## config.mk

```make
export PLATFORM = sky130hd
export DESIGN_NAME = demux_buf_flat
export DESIGN_NICKNAME = d
export VERILOG_FILES = /design/src/rtl/demux_buf_pkg.sv /design/src/rtl/demux_buf_if.sv /design/src/rtl/demux_buf_slot.sv /design/src/rtl/demux_buf.sv /design/src/flat_wrapper.sv
export SDC_FILE = /design/constraint.sdc
export NUM_CORES = 1
export LEC_CHECK = 0
export CAP_MARGIN = 20
export CORE_ASPECT_RATIO = 0.6
export CORE_UTILIZATION = 30
export CTS_BUF_LIST = sky130_fd_sc_hd__clkbuf_2
export CTS_CLUSTER_SIZE = 28
export DETAILED_ROUTE_END_ITERATION = 6
export HOLD_SLACK_MARGIN = 0.08
export SYNTH_ARGS = -nofsm -noshare
export SYNTH_HDL_FRONTEND = slang
export SYNTH_SLANG_ARGS = --single-unit
```

## constraint.sdc

```tcl
create_clock -name clk -period 2.45 [get_ports clk]
set_clock_uncertainty 0.2 [all_clocks]
set_input_delay 0.6125 -clock clk [delete_from_list [all_inputs] [get_ports clk]]
set_output_delay 0.6125 -clock clk [all_outputs]
set_load 0.05 [all_outputs]
```

## src/rtl/demux_buf_pkg.sv

```systemverilog
// ============================================================================
// Module      : demux_pkg
// Description : Shared channel count, select type and select decode for the
//               demux_buf slice.
// Revision    : 1.0 - initial release
// ============================================================================
`default_nettype none

package demux_pkg;

    localparam int NCHAN = 8;
    localparam int SELW  = 3;

    typedef logic [SELW-1:0] sel_t;

    // One-hot decode of a channel select.
    function automatic logic [NCHAN-1:0] sel_onehot(input sel_t sel);
        logic [NCHAN-1:0] hot;
        hot      = '0;
        hot[sel] = 1'b1;
        return hot;
    endfunction

endpackage : demux_pkg

`default_nettype wire

```

## src/rtl/demux_buf_if.sv

```systemverilog
// ============================================================================
// Module      : demux_buf_if
// Description : Producer / eight-consumer handshake bundle for demux_buf.
//               The bcast signal exists only when DEMUX_BROADCAST_EN is defined.
// Revision    : 1.0 - initial release
// ============================================================================
`default_nettype none

interface demux_buf_if
    import demux_pkg::*;
#(
    parameter int nBit = 8
);
    logic [nBit-1:0]  din;
    sel_t             Sel;
    logic             in_valid;
    logic             in_ready;
`ifdef DEMUX_BROADCAST_EN
    logic             bcast;
`endif
    logic [nBit-1:0]  out0;
    logic [nBit-1:0]  out1;
    logic [nBit-1:0]  out2;
    logic [nBit-1:0]  out3;
    logic [nBit-1:0]  out4;
    logic [nBit-1:0]  out5;
    logic [nBit-1:0]  out6;
    logic [nBit-1:0]  out7;
    logic [NCHAN-1:0] out_valid;
    logic [NCHAN-1:0] out_ready;

`ifdef DEMUX_BROADCAST_EN
    modport slave (
        input  din, Sel, in_valid, bcast, out_ready,
        output in_ready, out0, out1, out2, out3, out4, out5, out6, out7, out_valid
    );
    modport master (
        output din, Sel, in_valid, bcast, out_ready,
        input  in_ready, out0, out1, out2, out3, out4, out5, out6, out7, out_valid
    );
`else
    modport slave (
        input  din, Sel, in_valid, out_ready,
        output in_ready, out0, out1, out2, out3, out4, out5, out6, out7, out_valid
    );
    modport master (
        output din, Sel, in_valid, out_ready,
        input  in_ready, out0, out1, out2, out3, out4, out5, out6, out7, out_valid
    );
`endif

endinterface : demux_buf_if

`default_nettype wire

```

## src/rtl/demux_buf_slot.sv

```systemverilog
// ============================================================================
// Module      : demux_slot
// Description : One-entry output buffer; load wins over a same-cycle drain.
// Revision    : 1.0 - initial release
// ============================================================================
`default_nettype none

module demux_slot #(
    parameter int nBit = 8
) (
    input  wire logic            clk,
    input  wire logic            rst,
    input  wire logic            load,
    input  wire logic [nBit-1:0] d,
    output logic      [nBit-1:0] q,
    output logic                 valid,
    input  wire logic            ready
);

    logic [nBit-1:0] r_data_q;
    logic [nBit-1:0] w_data_d;
    logic            r_valid_q;
    logic            w_valid_d;

    always_comb begin
        w_data_d  = r_data_q;
        w_valid_d = r_valid_q;
        if (load) begin
            w_data_d  = d;
            w_valid_d = 1'b1;
        end else if (r_valid_q && ready) begin
            w_valid_d = 1'b0;
        end
    end

    always_ff @(posedge clk or posedge rst) begin
        if (rst) begin
            r_data_q  <= '0;
            r_valid_q <= 1'b0;
        end else begin
            r_data_q  <= w_data_d;
            r_valid_q <= w_valid_d;
        end
    end

    assign q     = r_data_q;
    assign valid = r_valid_q;

endmodule : demux_slot

`default_nettype wire

```

## src/rtl/demux_buf.sv

```systemverilog
// ============================================================================
// Module      : demux_buf
// Description : Registered 1-to-8 demultiplexer with a one-entry buffer per
//               channel. Optional broadcast under DEMUX_BROADCAST_EN.
// Revision    : 1.0 - initial release
// ============================================================================
`default_nettype none

module demux_buf
    import demux_pkg::*;
#(
    parameter int nBit = 8
) (
    input  wire logic     clk,
    input  wire logic     rst,
    demux_buf_if.slave    bus
);

    logic [NCHAN-1:0] w_valid;
    logic [NCHAN-1:0] w_slot_free;
    logic [NCHAN-1:0] w_load;
    logic             w_bcast;
    logic             w_in_ready;
    logic [nBit-1:0]  w_q [NCHAN];

`ifdef DEMUX_BROADCAST_EN
    assign w_bcast = bus.bcast;
`else
    assign w_bcast = 1'b0;
`endif

    // A slot can take a word if it is empty or being drained this cycle.
    always_comb begin
        w_slot_free = ~w_valid | bus.out_ready;
        w_in_ready  = w_bcast ? (&w_slot_free) : w_slot_free[bus.Sel];
        w_load      = '0;
        if (bus.in_valid && w_in_ready) begin
            w_load = w_bcast ? {NCHAN{1'b1}} : sel_onehot(bus.Sel);
        end
    end

    generate
        for (genvar k = 0; k < NCHAN; k++) begin : g_slot
            demux_slot #(
                .nBit (nBit)
            ) u_slot (
                .clk   (clk),
                .rst   (rst),
                .load  (w_load[k]),
                .d     (bus.din),
                .q     (w_q[k]),
                .valid (w_valid[k]),
                .ready (bus.out_ready[k])
            );
        end
    endgenerate

    assign bus.in_ready  = w_in_ready;
    assign bus.out_valid = w_valid;
    assign bus.out0      = w_q[0];
    assign bus.out1      = w_q[1];
    assign bus.out2      = w_q[2];
    assign bus.out3      = w_q[3];
    assign bus.out4      = w_q[4];
    assign bus.out5      = w_q[5];
    assign bus.out6      = w_q[6];
    assign bus.out7      = w_q[7];

endmodule : demux_buf

`default_nettype wire

```

## src/flat_wrapper.sv

```systemverilog
// flat-port wrapper written by rule: the top's interface ports become plain ports
module demux_buf_flat import demux_pkg::*;
#(
    parameter int nBit = 8
)
  (clk, rst, bus_din, bus_Sel, bus_in_valid, bus_out_ready, bus_in_ready, bus_out0, bus_out1, bus_out2, bus_out3, bus_out4, bus_out5, bus_out6, bus_out7, bus_out_valid);
  demux_buf_if #(.nBit(nBit)) bus_i ();
  input  wire logic clk;
  input  wire logic rst;
  input wire logic [$bits(bus_i.din)-1:0] bus_din;
  input wire logic [$bits(bus_i.Sel)-1:0] bus_Sel;
  input wire logic [$bits(bus_i.in_valid)-1:0] bus_in_valid;
  input wire logic [$bits(bus_i.out_ready)-1:0] bus_out_ready;
  output wire logic [$bits(bus_i.in_ready)-1:0] bus_in_ready;
  output wire logic [$bits(bus_i.out0)-1:0] bus_out0;
  output wire logic [$bits(bus_i.out1)-1:0] bus_out1;
  output wire logic [$bits(bus_i.out2)-1:0] bus_out2;
  output wire logic [$bits(bus_i.out3)-1:0] bus_out3;
  output wire logic [$bits(bus_i.out4)-1:0] bus_out4;
  output wire logic [$bits(bus_i.out5)-1:0] bus_out5;
  output wire logic [$bits(bus_i.out6)-1:0] bus_out6;
  output wire logic [$bits(bus_i.out7)-1:0] bus_out7;
  output wire logic [$bits(bus_i.out_valid)-1:0] bus_out_valid;
  assign bus_i.din = bus_din;
  assign bus_i.Sel = bus_Sel;
  assign bus_i.in_valid = bus_in_valid;
  assign bus_i.out_ready = bus_out_ready;
  assign bus_in_ready = bus_i.in_ready;
  assign bus_out0 = bus_i.out0;
  assign bus_out1 = bus_i.out1;
  assign bus_out2 = bus_i.out2;
  assign bus_out3 = bus_i.out3;
  assign bus_out4 = bus_i.out4;
  assign bus_out5 = bus_i.out5;
  assign bus_out6 = bus_i.out6;
  assign bus_out7 = bus_i.out7;
  assign bus_out_valid = bus_i.out_valid;
  demux_buf #(.nBit(nBit)) u_core (.clk(clk), .rst(rst), .bus(bus_i));
endmodule
```

==> results.sh, run 1 <==
export IMPL_netlist_area_um2=2910
export IMPL_p_comb_share_pct=40.3
export IMPL_worst_pin_slew_ns=0.578
export IMPL_drt_iter0_drc=34
export IMPL_yosys_area_top_type="dfrtp_1"
export IMPL_dp_cells=418
export IMPL_tritoncts="yes"
export IMPL_slew_headroom_pct=61.6
export IMPL_async_flop_share_pct=100
export IMPL_nets=324
export IMPL_drc_errors=0
export IMPL_ir_drop_v=0.000470
export IMPL_die_area_um2=10100
export IMPL_rows=27
export IMPL_synth_edf_count=0
export IMPL_diodes=0
export IMPL_power_internal_mw=2.35
export IMPL_p_seq_share_pct=38.5
export IMPL_htreeDepth=3
export IMPL_syn_num_nets=205
export IMPL_drtPass1Iterations=4
export IMPL_grt_pass1_wl_mm=11.6
export IMPL_p_switching_mw=1.69
export IMPL_synthTopCellsByCount="72 x dfrtp_1, 64 x mux2_2, 10 x buf_4"
export IMPL_antenna_found_initial=0
export IMPL_synth_seq_area_share_pct=62.0
export IMPL_fin_crit_sh_pct=110
export IMPL_root_buffer="clkbuf_2"
export IMPL_setup_viol=1
export IMPL_hold_class="input pin to async pin"
export IMPL_cts_sinks=72
export IMPL_grt_pass1_vias=2069
export IMPL_die_x_um=129
export IMPL_status="finished with violations"
export IMPL_hpwl_mm=5.23
export IMPL_critical_path_required_ns=1.64
export IMPL_layout_setup_ws_ns=-0.257
export IMPL_cts_path_max_buffers=2
export IMPL_synth_main_ff_cell="dfrtp_1"
export IMPL_fmax_ghz=0.369
export IMPL_hold_viol=0
export IMPL_core_um2=9290
export IMPL_ys_ff_latch=72
export IMPL_fin_cells=437
export IMPL_critPathKind="flop to output port"
export IMPL_synth_area_leaders="dfrtp_1 62%, mux2_2 25%, buf_4 2.6%"
export IMPL_fin_crit_ns=2.71
export IMPL_drive_gt1_share_pct=42.0
export IMPL_grt_max_degree=36
export IMPL_p_leak_nw=2.07
export IMPL_synth_most_common_cell="dfrtp_1"
export IMPL_power_density_nw_per_um2=932
export IMPL_port_buffers=94
export IMPL_start_util_pct=31.3
export IMPL_cts_buffers=9
export IMPL_syn_to_final_growth_pct=49.2
export IMPL_slew_violations=0
export IMPL_fp_dieH_um=78.2
export IMPL_place_gp_congestion=0.770
export IMPL_final_util_pct=46.7
export IMPL_switching_share_pct=41.8
export IMPL_synth_distinct_cells=21
export IMPL_routed_wl_mm=7.18
export IMPL_synthCells=183
export IMPL_max_cap_violations=0
export IMPL_viasPerCell=4.41
export IMPL_critPathMaxFanout=2
export IMPL_worstSetupStartpointType="flop"
export IMPL_clk_pin_slew_worst_paths_ns=0.18
export IMPL_synth_avg_cell_area_um2=15.9
export IMPL_failed_checks="setup timing"
export IMPL_arrival_ns=1.89
export IMPL_insertion_delay_ns=0.50
export IMPL_wl_per_cell_um=16.4
export IMPL_end_kind="output port"
export IMPL_ant_nets=0
export IMPL_grt_use_total_pct=15.9
export IMPL_yosysWarnings=0
export IMPL_synth_top_area_share_pct=62.0
export IMPL_io_pins=95
export IMPL_via_count=1929
export IMPL_p_clk_share_pct=21.3
export IMPL_overflow=0
export IMPL_rsz0062_at_grt="yes"
[power groups by stage]
stage,logic [mW],clock network (mW),registers [mW]
CTS,1.64,0.895,1.56
global route,1.70,0.948,1.59
global placement,1.80,0,1.58
finish,1.63,0.859,1.55
floorplan,0.310,0,2.42
detailed placement,1.80,0,1.59
[routing by layer]
metal | wire, um | GRT usage, % | up-vias
met2 | 2990 | 22.3 | 71
met5 | 0 | 0 | -
met1 | 3360 | 20.8 | 967
met4 | 90 | 5.29 | 0
met3 | 731 | 8.32 | 9
li1 | - | - | 882
[cell type report]
cell class | instances | area [um^2]
flip-flops and latches | 72 | 1800
multi-input cells | 98 | 1080
well taps | 130 | 163
inverters | 1 | 7.51
clock buffers | 10 | 50.0
repair buffers | 120 | 1130
clock inverters | 6 | 108
fillers | 878 | 4950
[through the flow]
step	setup WS, ns	TNS, ns	total power [mW]	hold slack (ns)	instance area (um^2)
after floorplan	0.0256	0	2.73	0.280	2910
after global placement	-0.550	-4.35	3.37	0.284	4190
after detailed placement	-0.554	-4.19	3.39	0.293	4190
after CTS	-0.344	-0.344	4.10	0.138	4330
after global routing	-0.392	-0.392	4.24	0.140	4340
final	-0.257	-0.257	4.04	0.206	4340
[kinds of logic after synthesis]
family | Yosys count | share of synthesized area (%)
AO/OA/AOI/OAI | 2 | 0.345
multiplexers | 67 | 26.7
AND/OR/NAND/NOR | 29 | 7.88
buffers and inverters | 13 | 3.01
flip-flops | 72 | 62.0
[path summary, 6_finish.rpt]
kind                                                  to                     startpoint  slack, ns  depth (start not counted)
max reg2reg                 u_core.g_slot[5].u_slot.q[3]  u_core.g_slot[5].u_slot.valid       0.60                          5
min reg2reg                 u_core.g_slot[3].u_slot.q[1]   u_core.g_slot[3].u_slot.q[1]       0.32                          1
min                         u_core.g_slot[1].u_slot.q[7]                            rst       0.21                          2
max                                         bus_in_ready  u_core.g_slot[1].u_slot.valid      -0.26                          4
min in group clk           u_core.g_slot[7].u_slot.valid               bus_out_ready[7]       0.30                          3
max in group asynchronous   u_core.g_slot[4].u_slot.q[4]                            rst       1.39                          3
[registers in the layout, summed over array words and instances, names as in the netlist]
name / flops
u_core.g_slot.u_slot.q: 64
u_core.g_slot.u_slot.valid: 8
[worst max-delay path, stage by stage, from the launching register on]
cell	delay, ns
dfrtp_1	0.45
nand2b_4	0.06
mux4_2	0.44
mux2_4	0.29
buf_8	0.15
[repair_timing]
| action | in CTS | in global routing |
|---|---|---|
| setup buffers | 2 | 1 |
| hold buffers | 0 | 0 |
| setup endpoints to repair | 73 | 1 |
| pin swaps | 0 | 0 |
| gates resized for setup | 93 | 2 |
[cell usage in the layout (no fill, tap or decap), drive strengths merged]
cell           instances
dlygate4sd2           79
dfrtp                 72
mux2                  65
buf                   27
clkdlybuf4s50         12
clkbuf                11
nand2b                 8
nand2                  7
nor2b                  3
bufinv                 3
nand4b                 2
nor4b                  2
mux4                   2
clkinvlp               2
o21ai                  2
or2                    2
clkinv                 2
and4                   1
nor2                   1
nand4                  1
nor3b                  1
nand3                  1
clkdlybuf4s15          1
(Power assumes the default switching activity.)
==> run 2, diff against run 1 <==
--- a/config.mk
+++ b/config.mk
@@ -8,7 +8,6 @@
 export CAP_MARGIN = 20
 export CORE_ASPECT_RATIO = 0.6
 export CORE_UTILIZATION = 30
-export CTS_BUF_LIST = sky130_fd_sc_hd__clkbuf_2
 export CTS_CLUSTER_SIZE = 28
 export DETAILED_ROUTE_END_ITERATION = 6
 export HOLD_SLACK_MARGIN = 0.08
==> run 2 against run 1 <==
  * Sequential cell count is the same
  * Non-clock buffer count is the same
  * Register-to-register slack gained 0.12 ns
  * Critical path type is now input pin to output port
  * Wire length grew 1.3%
  * Combinational power grew 10%
  * Clock power grew 70%
  * The flow still finishes with violations (setup timing)
  * Critical endpoint unchanged
  * Final area grew 5.7%
  * First-iteration DRC count grew 29%
  * Sequential share of layout area shrank 2.2 points
==> results.sh, run 2 (synthesis gave the netlist of run 1 again) <==
export IMPL_nets=324
export IMPL_place_ws_ns=-0.554
export IMPL_tritoncts="yes"
export IMPL_critPathKind="input pin to output port"
export IMPL_fin_crit_sh_pct=104
export IMPL_ir_drop_v=0.000525
export IMPL_routed_wl_mm=7.27
export IMPL_slew_violations=0
export IMPL_viasPerCell=4.41
export IMPL_final_cell_mix="83 x clkdlybuf4s50_1, 72 x dfrtp_1, 63 x mux2_2"
export IMPL_place_gp_congestion=0.770
export IMPL_fin_setup_tns_ns=-0.0897
export IMPL_fmax_ghz=0.394
export IMPL_regArea_um2=1800
export IMPL_overflow=0
export IMPL_slew_headroom_pct=61.2
export IMPL_die_area_um2=10100
export IMPL_rows=27
export IMPL_worst_pin_slew_ns=0.580
export IMPL_layout_setup_ws_ns=-0.0897
export IMPL_wl_per_cell_um=16.6
export IMPL_fin_crit_ns=2.54
export IMPL_arrival_ns=1.73
export IMPL_hold_class="flop to flop"
export IMPL_syn_to_final_growth_pct=57.8
export IMPL_drc_errors=0
export IMPL_worstSetupStartpointType="input pin"
export IMPL_drt_iter0_drc=44
export IMPL_p_leak_nw=1.99
export IMPL_critical_path_required_ns=1.64
export IMPL_mostFrequentLayoutCell="clkdlybuf4s50_1"
export IMPL_grt_pass1_vias=2088
export IMPL_rsz0062_at_grt="yes"
export IMPL_num_fill_cells=823
export IMPL_grt_use_total_pct=16.0
export IMPL_diodes=0
export IMPL_drive_gt1_share_pct=44.0
export IMPL_end_kind="output port"
export IMPL_cts_sinks=72
export IMPL_failed_checks="setup timing"
export IMPL_grt_pass1_wl_mm=11.7
export IMPL_drtPass1Iterations=3
export IMPL_cts_hold_buffers=0
export IMPL_start_util_pct=31.3
export IMPL_critPathMaxFanout=2
export IMPL_status="finished with violations"
export IMPL_hpwl_mm=5.23
export IMPL_grt_max_degree=36
export IMPL_final_util_pct=49.3
export IMPL_via_count=1929
export IMPL_dp_cells=418
export IMPL_cts_path_max_buffers=2
export IMPL_port_buffers=94
export IMPL_ant_nets=0
export IMPL_insertion_delay_ns=0.32
export IMPL_cts_buffers=9
export IMPL_io_pins=95
export IMPL_antenna_found_initial=0
export IMPL_multi_input_area_um2=1080
export IMPL_root_buffer="clkbuf_16"
export IMPL_htreeDepth=3
export IMPL_die_x_um=129
export IMPL_largest_reg_flops=64
export IMPL_clk_pin_slew_worst_paths_ns=0.06
export IMPL_max_cap_violations=0
export IMPL_fp_dieH_um=78.2
export IMPL_setup_viol=1
export IMPL_core_um2=9290
export IMPL_power_density_nw_per_um2=1060
export IMPL_hold_viol=0
export IMPL_fin_cells=437
run 2: changes by cell type in the layout (fill, tap and decap cells not counted), sizes merged:
| cell | delta |
|---|---|
| buf | +9 |
| clkdlybuf4s15 | -1 |
| dlygate4sd2 | -78 |
| clkdlybuf4s50 | +71 |
| clkbuf | -1 |
run 2: area by class of cell:
| cell class | instances | share of cell area [%] |
|---|---|---|
| sequential | 72 | 39.3 |
| timing repair buffer | 120 | 26.1 |
| multi-input combinational | 98 | 23.6 |
| clock buffer | 10 | 5.00 |
| tap | 130 | 3.55 |
| clock inverter | 6 | 2.35 |
| inverter | 1 | 0.164 |
run 2: what timing repair did:
| action | CTS | global route |
|---|---|---|
| setup buffers | 2 | 1 |
| hold endpoints to repair | 0 | 0 |
| gates cloned | 0 | 0 |
| endpoints found under the setup margin | 1 | 1 |
| resized for setup | 44 | 0 |
run 2: worst paths after layout:
kind,end,slack (ns),cells past startpoint,from
setup / recovery,bus_in_ready,-0.09,5,bus_out_ready[4]
hold / removal,u_core.g_slot[0].u_slot.q[6],0.30,1,u_core.g_slot[0].u_slot.q[6]
setup reg to reg,u_core.g_slot[5].u_slot.q[6],0.72,4,u_core.g_slot[5].u_slot.valid
hold reg to reg,u_core.g_slot[0].u_slot.q[6],0.30,1,u_core.g_slot[0].u_slot.q[6]
max in group asynchronous,u_core.g_slot[4].u_slot.q[4],1.17,3,rst
min in group asynchronous,u_core.g_slot[1].u_slot.q[7],0.41,2,rst
run 2: stage by stage:
stage          instance area (um^2)  hold WS (ns)  total power [mW]
2_1_floorplan                  2910         0.280              2.73
3_3_place_gp                   4190         0.284              3.37
3_5_place_dp                   4190         0.293              3.39
4_1_cts                        4580         0.306              4.89
5_1_grt                        4580         0.321              5.04
6_report                       4580         0.302              4.84
run 2: power breakdown:
part	internal, mW	leakage, nW	switching, mW	total [mW]
logic	0.654	0.948	1.15	1.80
clock network	0.990	0.162	0.474	1.46
registers	1.44	0.876	0.135	1.57
total	3.08	1.99	1.76	4.84
run 2: worst max-delay path, stage by stage:
cell	delay, ns
buf_6	0.09
nand2b_4	0.14
mux4_2	0.45
mux2_4	0.29
buf_8	0.15
run 2: layer usage:
| layer | global-route usage [%] | part of all wire [%] | routed length (um) |
|---|---|---|---|
| met2 | 22.6 | 43 | 3090 |
| met3 | 8.45 | 11 | 772 |
| met1 | 20.8 | 46 | 3330 |
| met4 | 4.94 | 0.96 | 70 |
| met5 | 0 | 0 | 0 |
